**config.mk**
```make
export PLATFORM = sky130hd
export DESIGN_NAME = mdu_issue_ctrl
export DESIGN_NICKNAME = d
export VERILOG_FILES = /design/src/rtl/mdu_issue_ctrl.sv
export SDC_FILE = /design/constraint.sdc
export NUM_CORES = 1
export LEC_CHECK = 0
export CORE_MARGIN = 10
export CORE_UTILIZATION = 44
export CTS_BUF_LIST = sky130_fd_sc_hd__clkbuf_8
export DETAILED_ROUTE_END_ITERATION = 16
export PLACE_DENSITY = 0.83
export SLEW_MARGIN = 20
export SYNTH_ARGS = -nofsm -noshare
export SYNTH_HDL_FRONTEND = slang
export SYNTH_SLANG_ARGS = --single-unit
```
**constraint.sdc**
```tcl
create_clock -name clk -period 2.4 [get_ports clk]
set_input_delay 0.72 -clock clk [delete_from_list [all_inputs] [get_ports clk]]
set_output_delay 0.72 -clock clk [all_outputs]
set_load 0.02 [all_outputs]
```
**src/rtl/mdu_issue_ctrl.sv**
```systemverilog
// mdu_issue_ctrl: issue/return controller for the M-extension mul/div unit.
// Accepts one request at a time, drives the combinational unit for LATENCY
// cycles, captures the (optionally *W sign-extended) result and holds it
// until write-back takes it.
//
// state  | meaning
// IDLE   | ready for a new request
// BUSY   | op in flight, operands/op lines driven, counter running
// DONE   | result held, out_valid high until out_ready
module mdu_issue_ctrl #(
    parameter int LATENCY = 4,
    parameter int TAG_W   = 5
) (
    input  logic             clk,
    input  logic             rst_n,
    input  logic             flush,
    input  logic             in_valid,
    output logic             in_ready,
    input  logic [2:0]       in_funct3,
    input  logic             in_word,
    input  logic [63:0]      in_src1,
    input  logic [63:0]      in_src2,
    input  logic [TAG_W-1:0] in_tag,
    output logic             mac_mul,
    output logic             mac_mulh,
    output logic             mac_mulhu,
    output logic             mac_mulhsu,
    output logic             mac_div,
    output logic             mac_divu,
    output logic             mac_rem,
    output logic             mac_remu,
    output logic [63:0]      mac_src1,
    output logic [63:0]      mac_src2,
    input  logic [63:0]      mac_result,
    output logic             out_valid,
    input  logic             out_ready,
    output logic [63:0]      out_result,
    output logic [TAG_W-1:0] out_tag,
    output logic             out_illegal
);

    localparam int CNT_W = (LATENCY > 1) ? $clog2(LATENCY) : 1;

    typedef enum logic [1:0] {S_IDLE, S_BUSY, S_DONE} state_t;

    state_t             r_state;
    state_t             w_state_nxt;
    logic [CNT_W-1:0]   r_cnt;
    logic [7:0]         r_op;
    logic [63:0]        r_src1;
    logic [63:0]        r_src2;
    logic [TAG_W-1:0]   r_tag;
    logic               r_word;
    logic               r_illegal;
    logic [63:0]        r_result;

    logic               w_fire;
    logic               w_busy;
    logic               w_last;
    logic               w_illegal;
    logic               w_zext;
    logic [7:0]         w_op;
    logic [63:0]        w_src1;
    logic [63:0]        w_src2;

    assign in_ready  = (r_state == S_IDLE) & ~flush;
    assign w_fire    = in_valid & in_ready;
    assign w_busy    = (r_state == S_BUSY);
    assign w_last    = w_busy & (r_cnt == '0) & ~flush;

    // Request decode: one-hot op bit indexed by funct3, word-form operand conditioning.
    always_comb begin
        w_illegal = in_word & (in_funct3 != 3'b000) & (in_funct3[2] == 1'b0);
        w_op      = w_illegal ? 8'h00 : (8'h01 << in_funct3);
        // divu/remu (101/111) take zero-extended word operands; everything else sign-extends
        w_zext    = in_funct3[2] & in_funct3[0];
        w_src1    = in_src1;
        w_src2    = in_src2;
        if (in_word) begin
            w_src1 = w_zext ? {32'h0, in_src1[31:0]} : {{32{in_src1[31]}}, in_src1[31:0]};
            w_src2 = w_zext ? {32'h0, in_src2[31:0]} : {{32{in_src2[31]}}, in_src2[31:0]};
        end
    end

    // State register.
    always_ff @(posedge clk or negedge rst_n) begin
        if (!rst_n) r_state <= S_IDLE;
        else        r_state <= w_state_nxt;
    end

    // Next-state logic; flush overrides every transition.
    always_comb begin
        w_state_nxt = r_state;
        case (r_state)
            S_IDLE:  if (w_fire) w_state_nxt = S_BUSY;
            S_BUSY:  if (r_cnt == '0) w_state_nxt = S_DONE;
            S_DONE:  if (out_ready) w_state_nxt = S_IDLE;
            default: w_state_nxt = S_IDLE;
        endcase
        if (flush) w_state_nxt = S_IDLE;
    end

    // Request capture at fire, latency countdown, result capture on the last BUSY cycle.
    always_ff @(posedge clk or negedge rst_n) begin
        if (!rst_n) begin
            r_cnt     <= '0;
            r_op      <= '0;
            r_src1    <= '0;
            r_src2    <= '0;
            r_tag     <= '0;
            r_word    <= 1'b0;
            r_illegal <= 1'b0;
            r_result  <= '0;
        end else begin
            if (w_fire) begin
                r_cnt     <= CNT_W'(LATENCY - 1);
                r_op      <= w_op;
                r_src1    <= w_src1;
                r_src2    <= w_src2;
                r_tag     <= in_tag;
                r_word    <= in_word;
                r_illegal <= w_illegal;
            end else if (w_busy && r_cnt != '0) begin
                r_cnt <= r_cnt - 1'b1;
            end
            if (w_last) begin
                if (r_illegal)   r_result <= '0;
                else if (r_word) r_result <= {{32{mac_result[31]}}, mac_result[31:0]};
                else             r_result <= mac_result;
            end
        end
    end

    assign mac_mul    = w_busy & r_op[0];
    assign mac_mulh   = w_busy & r_op[1];
    assign mac_mulhsu = w_busy & r_op[2];
    assign mac_mulhu  = w_busy & r_op[3];
    assign mac_div    = w_busy & r_op[4];
    assign mac_divu   = w_busy & r_op[5];
    assign mac_rem    = w_busy & r_op[6];
    assign mac_remu   = w_busy & r_op[7];
    assign mac_src1   = w_busy ? r_src1 : '0;
    assign mac_src2   = w_busy ? r_src2 : '0;

    assign out_valid   = (r_state == S_DONE);
    assign out_result  = r_result;
    assign out_tag     = r_tag;
    assign out_illegal = r_illegal;

endmodule

```
==> impl_metrics.csv, run 1 <==
group,metric,value,unit
floorplan,fp.dieArea,0.0279,mm^2
timing,grt_setup_unrepaired,"true",
route,antenna_left,0,
global_route,grt_max_degree,93,
placement,place_ws,-0.297,ns
cells_and_area,fin_cells,1807,
clocking,clockBufferDepth,3,
power_and_ir_drop,peakVddDrop,0.488,mV
timing,holdWs,0.182,ns
floorplan,io_pins,414,
clocking,cts_root_buf,"clkbuf_8",
logic_synthesis,syn_inst,1084,
clocking,cts_htree_levels,2,
logic_synthesis,syn_nets,1291,
worst_setup_path,crit_type,"reg -> out",
global_route,grt-ovfl-total,0,
logic_synthesis,synth_cell_type_count,30,
timing,final-hold-violation-count,0,
placement,port_buffers,413,
timing,period_minus_slack,2.51,ns
worst_setup_path,cp-start-kind,"register",
logic_synthesis,yosys_warnings,0,
route,wl_per_cell,19.2,um
cells_and_area,syn2layout_area_growth,59.4,%
cells_and_area,nets,1712,
timing,relSlewSlack,0.579,
worst_setup_path,end_kind,"output pin",
job,drv_cap,0,
timing,post-route-period-util,1.05,
global_route,grt_pass1_vias,9418,
placement,dp_cells,1728,
clocking,tritoncts,"built",
worst_setup_path,r2r_start,"r_state[1]$_DFFE_PN0P_",
min_path,hold_class,"in -> async",
timing,fin_ws,-0.110,ns
cells_and_area,finish.utilization,0.716,
logic_synthesis,synth_area_per_cell,8.76,um^2
global_route,antenna_found_initial,1,
global_route,grt_use_total,0.230,
placement,gp_congestion,0.841,
power_and_ir_drop,p_leak,0.00721,uW
worst_setup_path,worstPathRequired,1.68,ns
route,drt_pre_antenna_iters,5,
cells_and_area,final_common_cell,"nand2_1",
floorplan,start_util,0.449,
route,num_vias,9165,
run_status,violations,"negative setup slack",
logic_synthesis,synth_area,0.00950,mm^2
placement,hpwl,24.6,mm
floorplan,die_h,167,um
clocking,holdBufCountCts,0,
timing,tightest_slew,0.631,ns
floorplan,core_area,0.0212,mm^2
cells_and_area,drive_gt1_frac,0.200,
cells_and_area,multi_input_area,0.00397,mm^2
global_route,grt_pass1_wl,52.4,mm
route,drt_iter0_drc,866,
power_and_ir_drop,power_density,950,mW/mm^2
timing,fmax,398,MHz
logic_synthesis,synth_seq_cells,211,
timing,clock_skew,0.0291,ns
run_status,outcome,"finished with violations",
route,viasPerCell,5.07,
clocking,clk_pin_slew_worst_paths,0.06,ns
route,wl,34.6,mm
cells_and_area,fill_cells,1580,
cells_and_area,final_cell_mix,"nand2_1, clkdlybuf4s50_1, dfrtp_1",
logic_synthesis,ys_seq_area_frac,0.556,
floorplan,dieWidth,167,um
clocking,cts_buffers,39,
worst_setup_path,arrival,1.79,ns
floorplan,rows,53,
timing,drv_slew,0,
route,drcViolationCount,0,
clocking,clock-sinks,211,
worst_setup_path,path_max_fanout,6,
worst_setup_path,startpoint,"r_state[1]$_DFFE_PN0P_",
timing,finalSetupViolations,116,
clocking,clock_latency,0.53,ns
cells_and_area,register_area,0.00528,mm^2
==> metal layers <==
| metal | vias to the layer above | global-route usage | part of all wire |
|---|---|---|---|
| li1 | 4357 | - | - |
| met1 | 4351 | 0.252 | 0.37 |
| met2 | 373 | 0.395 | 0.50 |
| met3 | 84 | 0.0779 | 0.090 |
| met4 | 0 | 0.103 | 0.040 |
| met5 | - | 0 | 0 |
==> power breakdown <==
part | switching [uW] | internal, uW
Clock | 1490 | 1800
Combinational | 3040 | 2770
Sequential | 597 | 4670
==> Yosys cell counts <==
| cell | count | area share |
|---|---|---|
| a21oi_1 | 32 | 0.017 |
| a31oi_1 | 64 | 0.042 |
| nor2b_1 | 1 | 0.00066 |
| nor4b_2 | 1 | 0.0016 |
| nor3_1 | 1 | 0.00053 |
| buf_2 | 28 | 0.015 |
| o21ai_1 | 1 | 0.00053 |
| dfrtp_1 | 211 | 0.56 |
| ha_1 | 1 | 0.0013 |
| nand3_1 | 3 | 0.0016 |
| inv_1 | 5 | 0.0020 |
| a2111oi_0 | 1 | 0.00092 |
| nor2_1 | 68 | 0.027 |
| buf_6 | 1 | 0.0012 |
| o21ai_0 | 35 | 0.018 |
| o41ai_1 | 1 | 0.00092 |
| and2_1 | 137 | 0.090 |
| or3_1 | 1 | 0.00066 |
| nand2b_1 | 33 | 0.022 |
| buf_1 | 4 | 0.0016 |
| clkbuf_1 | 59 | 0.023 |
| nand4_1 | 1 | 0.00066 |
| o31ai_1 | 34 | 0.027 |
| o311ai_0 | 1 | 0.00092 |
| o41ai_2 | 2 | 0.0034 |
| a21boi_0 | 1 | 0.00079 |
| or4b_1 | 1 | 0.0011 |
| nand4b_1 | 2 | 0.0018 |
| nand2_1 | 353 | 0.14 |
| nand4bb_1 | 1 | 0.0012 |
==> registers in the layout (all words and copies together) (netlist names) <==
| name | flops |
|---|---|
| r_op | 8 |
| out_result | 64 |
| r_cnt | 2 |
| out_illegal | 1 |
| out_tag | 5 |
| r_word | 1 |
| r_state | 2 |
| r_src1 | 64 |
| r_src2 | 64 |
==> timing repair <==
action                     4_1_cts  5_1_grt
setup buffers                    0        4
gates resized for setup        518      257
setup endpoints to repair      137      137
pin swaps                        0       25
gates cloned                     0        7
==> through the flow <==
stage | power, uW | TNS [ns] | area [um^2]
final | 14400 | -4.79 | 15100
after global routing | 15200 | -15.63 | 15100
after floorplan | 7950 | 0 | 9500
after detailed placement | 10900 | -7.29 | 14200
after global placement | 10700 | -6.18 | 14200
after CTS | 14100 | -13.44 | 14800
==> critical path, stage by stage, from the launching register on <==
cell	delay (ns)
dfrtp_1	0.41
nor2b_4	0.16
buf_6	0.13
clkbuf_16	0.16
clkbuf_16	0.15
and2_4	0.13
buf_6	0.12
==> final timing paths <==
path                                              end  slack, ns  depth (start not counted)
min in group clk               r_src2[19]$_DFFE_PN0P_       0.47                          2
max in group asynchronous      r_src2[63]$_DFFE_PN0P_       1.63                          2
min reg2reg                    r_src2[19]$_DFFE_PN0P_       0.47                          2
max                                          mac_mulh      -0.11                          6
min                        out_result[29]$_DFFE_PN0P_       0.18                          1
max reg2reg                    r_src2[27]$_DFFE_PN0P_       0.60                          5
==> cell families (layout without fill, tap and decap cells) <==
kind of cell	Yosys count	count (layout)	synth area share
AO/OA/AOI/OAI	172	172	0.112
adder cells (fa/ha/maj)	1	1	0.00132
buffers and inverters	97	544	0.0428
flip-flops	211	211	0.556
other	0	1	0
AND/OR/NAND/NOR	603	603	0.288
==> area by class of cell <==
cell class	count	area share
inverter	5	0.00124
antenna	1	0.000165
clock buffer	45	0.0409
sequential	211	0.349
timing repair buffer	472	0.316
clock inverter	22	0.00760
tap	275	0.0227
multi-input combinational	776	0.262
No activity file was read; power rests on OpenSTA's default activity.
==> run 2: changes to the inputs <==
- CTS_BUF_LIST: sky130_fd_sc_hd__clkbuf_8 -> sky130_fd_sc_hd__clkbuf_4
- CTS_CLUSTER_SIZE: unset -> 14
==> run 2 against run 1 <==
The run still ends with negative setup slack left. Worst hold slack got worse by 0.12 ns. Clock power shrank 6.4%. Cell area shrank 0.58%. Sequential power fell by 0.8%. Clock skew up 0.020 ns. Combinational power fell by 3%. Cell count rose by 1.2%. Critical path depth shrank 1. Clock-buffer cell count increased by 42. Fmax is 5.4% lower. Utilization fell by 0.41 points.
==> impl_metrics.csv, run 2 (same netlist as run 1, synthesis figures left out) <==
group,metric,value,unit
run_status,outcome,"finished with violations",
run_status,violations,"negative setup slack",
clocking,clockBufferDepth,3,
cells_and_area,register_area,0.00528,mm^2
timing,clock_skew,0.0490,ns
power_and_ir_drop,power_density,926,mW/mm^2
global_route,antenna_found_initial,2,
job,drv_cap,0,
timing,setup_tns,-18.44,ns
cells_and_area,syn2layout_area_growth,58.5,%
route,num_vias,9125,
placement,hpwl,24.6,mm
power_and_ir_drop,p_sw,5010,uW
route,drt_iter0_drc,660,
floorplan,fp.dieArea,0.0279,mm^2
global_route,grt_pass1_wl,51.9,mm
worst_setup_path,worstPathRequired,1.68,ns
placement,gp_congestion,0.841,
cells_and_area,final_cell_mix,"nand2_1, clkdlybuf4s50_1, dfrtp_1",
route,wl,33.6,mm
timing,relSlewSlack,0.583,
worst_setup_path,cp_slowest_cell,"dfrtp_1",
global_route,grt-ovfl-total,0,
placement,place_ws,-0.297,ns
clocking,clock_latency,0.65,ns
timing,period_minus_slack,2.65,ns
global_route,grt_use_total,0.227,
timing,fmax,377,MHz
timing,holdWs,0.0604,ns
timing,fin_ws,-0.254,ns
global_route,grt_max_degree,93,
clocking,tritoncts,"built",
timing,drv_slew,0,
clocking,cts_buffers,57,
worst_setup_path,max_stage_delay,0.41,ns
worst_setup_path,crit_type,"reg -> out",
timing,post-route-period-util,1.11,
route,drt_pre_antenna_iters,5,
power_and_ir_drop,p_clk_frac,0.221,
worst_setup_path,crit_end,"mac_src2[25]",
power_and_ir_drop,pwr-share-comb,0.404,
clocking,cts_htree_levels,2,
power_and_ir_drop,intPower,8940,uW
worst_setup_path,r2r_slack,0.57,ns
clocking,clk_pin_slew_worst_paths,0.07,ns
worst_setup_path,cp-start-kind,"register",
clocking,cts_root_buf,"clkbuf_4",
worst_setup_path,cpMostUsedCell,"buf_12",
cells_and_area,multi_input_area,0.00389,mm^2
cells_and_area,final_common_cell,"nand2_1",
power_and_ir_drop,sequentialPowerShare,0.375,
power_and_ir_drop,p_leak,0.00766,uW
timing,final-hold-violation-count,0,
clocking,clock-sinks,211,
power_and_ir_drop,peakVddDrop,0.492,mV
floorplan,rows,53,
floorplan,start_util,0.449,
cells_and_area,finish.utilization,0.712,
timing,tightest_slew,0.625,ns
route,antenna_left,0,
placement,dp_cells,1728,
power_and_ir_drop,netSwitchingFraction,0.359,
worst_setup_path,startpoint,"r_state[1]$_DFFE_PN0P_",
worst_setup_path,end_kind,"output pin",
placement,port_buffers,413,
cells_and_area,nets,1721,
floorplan,io_pins,414,
cells_and_area,drive_gt1_frac,0.195,
global_route,grt_pass1_vias,9474,
route,viasPerCell,4.99,
min_path,hold_class,"in -> async",
worst_setup_path,reg2reg_depth,5,
floorplan,die_h,167,um
worst_setup_path,arrival,1.93,ns
worst_setup_path,path_max_fanout,23,
floorplan,dieWidth,167,um
cells_and_area,fill_cells,1590,
timing,finalSetupViolations,135,
floorplan,core_area,0.0212,mm^2
worst_setup_path,reg2reg_to,"out_tag[1]$_DFFE_PN0P_",
timing,grt_setup_unrepaired,"true",
worst_setup_path,path_cells,"nor2b_4 > buf_12 > buf_12 > and2_1 > clkdlybuf4s15_2",
route,wl_per_cell,18.4,um
worst_setup_path,r2r_start,"r_state[1]$_DFFE_PN0P_",
route,drcViolationCount,0,
cells_and_area,fin_cells,1828,
clocking,holdBufCountCts,0,
==> run 2: cell count changes in the layout (fill, tap and decap cells not counted), moves of 27 or more <==
cell             delta
and2_4             -33
and2_1             +33
buf_4              +27
clkbuf_4           +92
clkdlybuf4s50_1    -42
clkbuf_8           -45
buf_2              -27
dlymetal6s2s_1     +42
==> run 2: power by group through the flow <==
stage / combinational, uW / sequential (uW) / clock, uW
3_5_place_dp: 5630 / 5290 / 0
3_3_place_gp: 5490 / 5230 / 0
5_1_grt: 6090 / 5360 / 3360
6_report: 5630 / 5230 / 3080
4_1_cts: 5540 / 5240 / 3170
2_1_floorplan: 2190 / 5750 / 0
==> run 2: area by class of cell <==
cell class / instances / area share
Sequential cell: 211 / 0.351
Timing Repair Buffer: 463 / 0.320
Multi-Input combinational cell: 776 / 0.259
Clock buffer: 87 / 0.0434
Tap cell: 275 / 0.0229
Clock inverter: 9 / 0.00233
Inverter: 5 / 0.00125
Antenna cell: 2 / 0.000332
==> run 2: how the worst min path moves through the flow <==
stage	start	endpoint	slack [ns]	depth (start not counted)
after detailed placement	r_src1[22]$_DFFE_PN0P_	r_src1[22]$_DFFE_PN0P_	0.45	2
after CTS	rst_n	out_result[15]$_DFFE_PN0P_	0.003	1
after floorplan	rst_n	out_illegal$_DFFE_PN0P_	0.42	0
after global placement	r_op[2]$_DFFE_PN0P_	r_op[2]$_DFFE_PN0P_	0.44	2
after global routing	rst_n	out_result[37]$_DFFE_PN0P_	0.03	1
final	rst_n	out_result[37]$_DFFE_PN0P_	0.06	1
==> run 2: repair_timing <==
| item | 4_1_cts | 5_1_grt |
|---|---|---|
| endpoints found under the setup margin | 155 | 180 |
| setup buffers | 0 | 2 |
| pin swaps | 0 | 1 |
| resized for setup | 584 | 228 |
| gates cloned | 0 | 1 |
==> run 2: critical path, delay by kind of cell (launching register included) <==
family / cells / cell delay [ns]
buf+inv: 3 / 0.58
flops: 1 / 0.41
simple gates: 2 / 0.29
==> run 2: layer usage <==
metal  GRT usage  vias to the layer above  wire length, um
li1            -                     4395                -
met1       0.242                     4253            12200
met2       0.384                      391            16700
met3      0.0897                       86             3220
met4       0.116                        0             1530
met5           0                        -                0
==> run 2: per-stage QoR <==
step,power (uW),instance area [um^2]
after detailed placement,10900,14200
after floorplan,7950,9500
after global placement,10700,14200
after global routing,14800,15100
final,13900,15100
after CTS,14000,14800
==> run 3: changes to the inputs <==
- RECOVER_POWER: unset -> 100
- SLEW_MARGIN: 20 -> 25
- TNS_END_PERCENT: unset -> 10
==> run 3 against run 2 <==
The run still ends with negative setup slack left. Non-clock buffer count up 1. Largest cell class unchanged. Worst setup slack better by 0.062 ns. Sequential power about the same. Sequential share of layout area up 0.49 points. Die area unchanged. Via count up 0.16%. Cell count about the same.
==> impl_metrics.csv, run 3 (same netlist as run 1, synthesis figures left out) <==
group,metric,value,unit
worst_setup_path,reg2reg_to,"r_src1[40]$_DFFE_PN0P_",
worst_setup_path,startpoint,"r_state[0]$_DFFE_PN0P_",
worst_setup_path,max_stage_delay,0.39,ns
clocking,clk_pin_slew_worst_paths,0.07,ns
floorplan,core_area,0.0212,mm^2
cells_and_area,drive_gt1_frac,0.216,
power_and_ir_drop,peakVddDrop,0.490,mV
cells_and_area,finish.utilization,0.702,
worst_setup_path,cp-start-kind,"register",
cells_and_area,multi_input_area,0.00395,mm^2
worst_setup_path,crit_type,"reg -> out",
placement,post_dp_cell_area,0.0142,mm^2
timing,clock_skew,0.0463,ns
worst_setup_path,path_cells,"nor2b_4 > buf_12 > buf_4 > buf_4 > and2_4 > buf_6",
clocking,clock_latency,0.65,ns
route,drcViolationCount,0,
cells_and_area,fin_cells,1829,
timing,post-route-period-util,1.08,
worst_setup_path,r2r_slack,0.14,ns
route,wl_per_cell,18.4,um
cells_and_area,fin_area,0.0148,mm^2
route,antenna_left,0,
floorplan,start_util,0.449,
timing,final-hold-violation-count,0,
power_and_ir_drop,power_density,932,mW/mm^2
placement,place_ws,-0.297,ns
timing,period_minus_slack,2.59,ns
timing,grt_setup_unrepaired,"true",
placement,gp_congestion,0.841,
timing,fmax,386,MHz
floorplan,die_h,167,um
floorplan,rows,53,
worst_setup_path,worstPathRequired,1.68,ns
cells_and_area,syn2layout_area_growth,56.3,%
clocking,clock-sinks,211,
route,drt_pre_antenna_iters,4,
global_route,grt-ovfl-total,0,
cells_and_area,nets,1722,
run_status,violations,"negative setup slack",
power_and_ir_drop,p_leak,0.00708,uW
timing,drv_slew,0,
cells_and_area,register_area,0.00528,mm^2
worst_setup_path,cpMostUsedCell,"buf_4",
clocking,cts_buffers,57,
timing,fin_ws,-0.192,ns
placement,hpwl,24.6,mm
timing,relSlewSlack,0.123,
worst_setup_path,cp_slowest_cell,"dfrtp_1",
clocking,cts_root_buf,"clkbuf_4",
floorplan,dieWidth,167,um
timing,tightest_slew,1.32,ns
global_route,grt_pass1_vias,9509,
worst_setup_path,path_max_fanout,7,
floorplan,fp.dieArea,0.0279,mm^2
placement,port_buffers,413,
global_route,grt_use_total,0.228,
route,drt_iter0_drc,652,
cells_and_area,final_common_cell,"nand2_1",
global_route,grt_pass1_wl,52.0,mm
floorplan,io_pins,414,
worst_setup_path,r2r_start,"r_state[1]$_DFFE_PN0P_",
cells_and_area,fill_cells,1630,
min_path,hold_class,"in -> async",
cells_and_area,final_cell_mix,"nand2_1, clkdlybuf4s50_1, dfrtp_1",
placement,dp_cells,1728,
clocking,cts_htree_levels,2,
worst_setup_path,arrival,1.87,ns
clocking,holdBufCountCts,0,
worst_setup_path,end_kind,"output pin",
clocking,clockBufferDepth,3,
route,wl,33.7,mm
route,num_vias,9140,
run_status,outcome,"finished with violations",
global_route,antenna_found_initial,2,
global_route,grt_max_degree,93,
timing,holdWs,0.368,ns
route,viasPerCell,5.00,
clocking,tritoncts,"built",
timing,finalSetupViolations,168,
worst_setup_path,reg2reg_depth,6,
job,drv_cap,0,
[run 3: what timing repair did]
item	4_1_cts	5_1_grt
setup buffers	0	3
setup endpoints to repair	155	163
cloned	0	1
pin swaps	3	31
resized for setup	793	113
[run 3: layout make-up]
class,instances,area share
flip-flops and latches,211,0.356
multi-input cells,776,0.266
diodes,2,0.000337
clock buffers,87,0.0440
repair buffers,464,0.307
clock inverters,9,0.00236
inverters,5,0.00126
well taps,275,0.0232
[run 3: through the flow]
step / setup TNS (ns) / power (uW)
3_5_place_dp: -7.29 / 10900
3_3_place_gp: -6.18 / 10700
5_1_grt: -40.89 / 14700
4_1_cts: -27.44 / 14100
6_report: -19.52 / 13800
2_1_floorplan: 0 / 7950
[run 3: power breakdown]
part	internal (uW)	switching (uW)	total (uW)
Clock	1630	1450	3070
Sequential	4670	592	5260
Combinational	2490	3010	5510
[run 3: routing by layer]
metal / GRT usage / part of all wire
met1: 0.240 / 0.36
met2: 0.384 / 0.49
met3: 0.0951 / 0.094
met4: 0.119 / 0.047
met5: 0 / 0
[run 3: how the worst max path moves through the flow]
stage | slack, ns | endpoint | cells past startpoint
floorplan | 0.22 | mac_src2[23] | 6
global placement | -0.28 | in_ready | 3
global route | -0.28 | mac_src2[60] | 6
detailed placement | -0.30 | in_ready | 3
CTS | -0.32 | mac_src2[46] | 5
finish | -0.19 | mac_src2[60] | 6
[run 3: critical path: cells and delay by family (launching register included)]
kind / cells / cell delay [ns]
buffers and inverters: 4 / 0.54
DFF: 1 / 0.39
and+or+nand+nor: 2 / 0.29
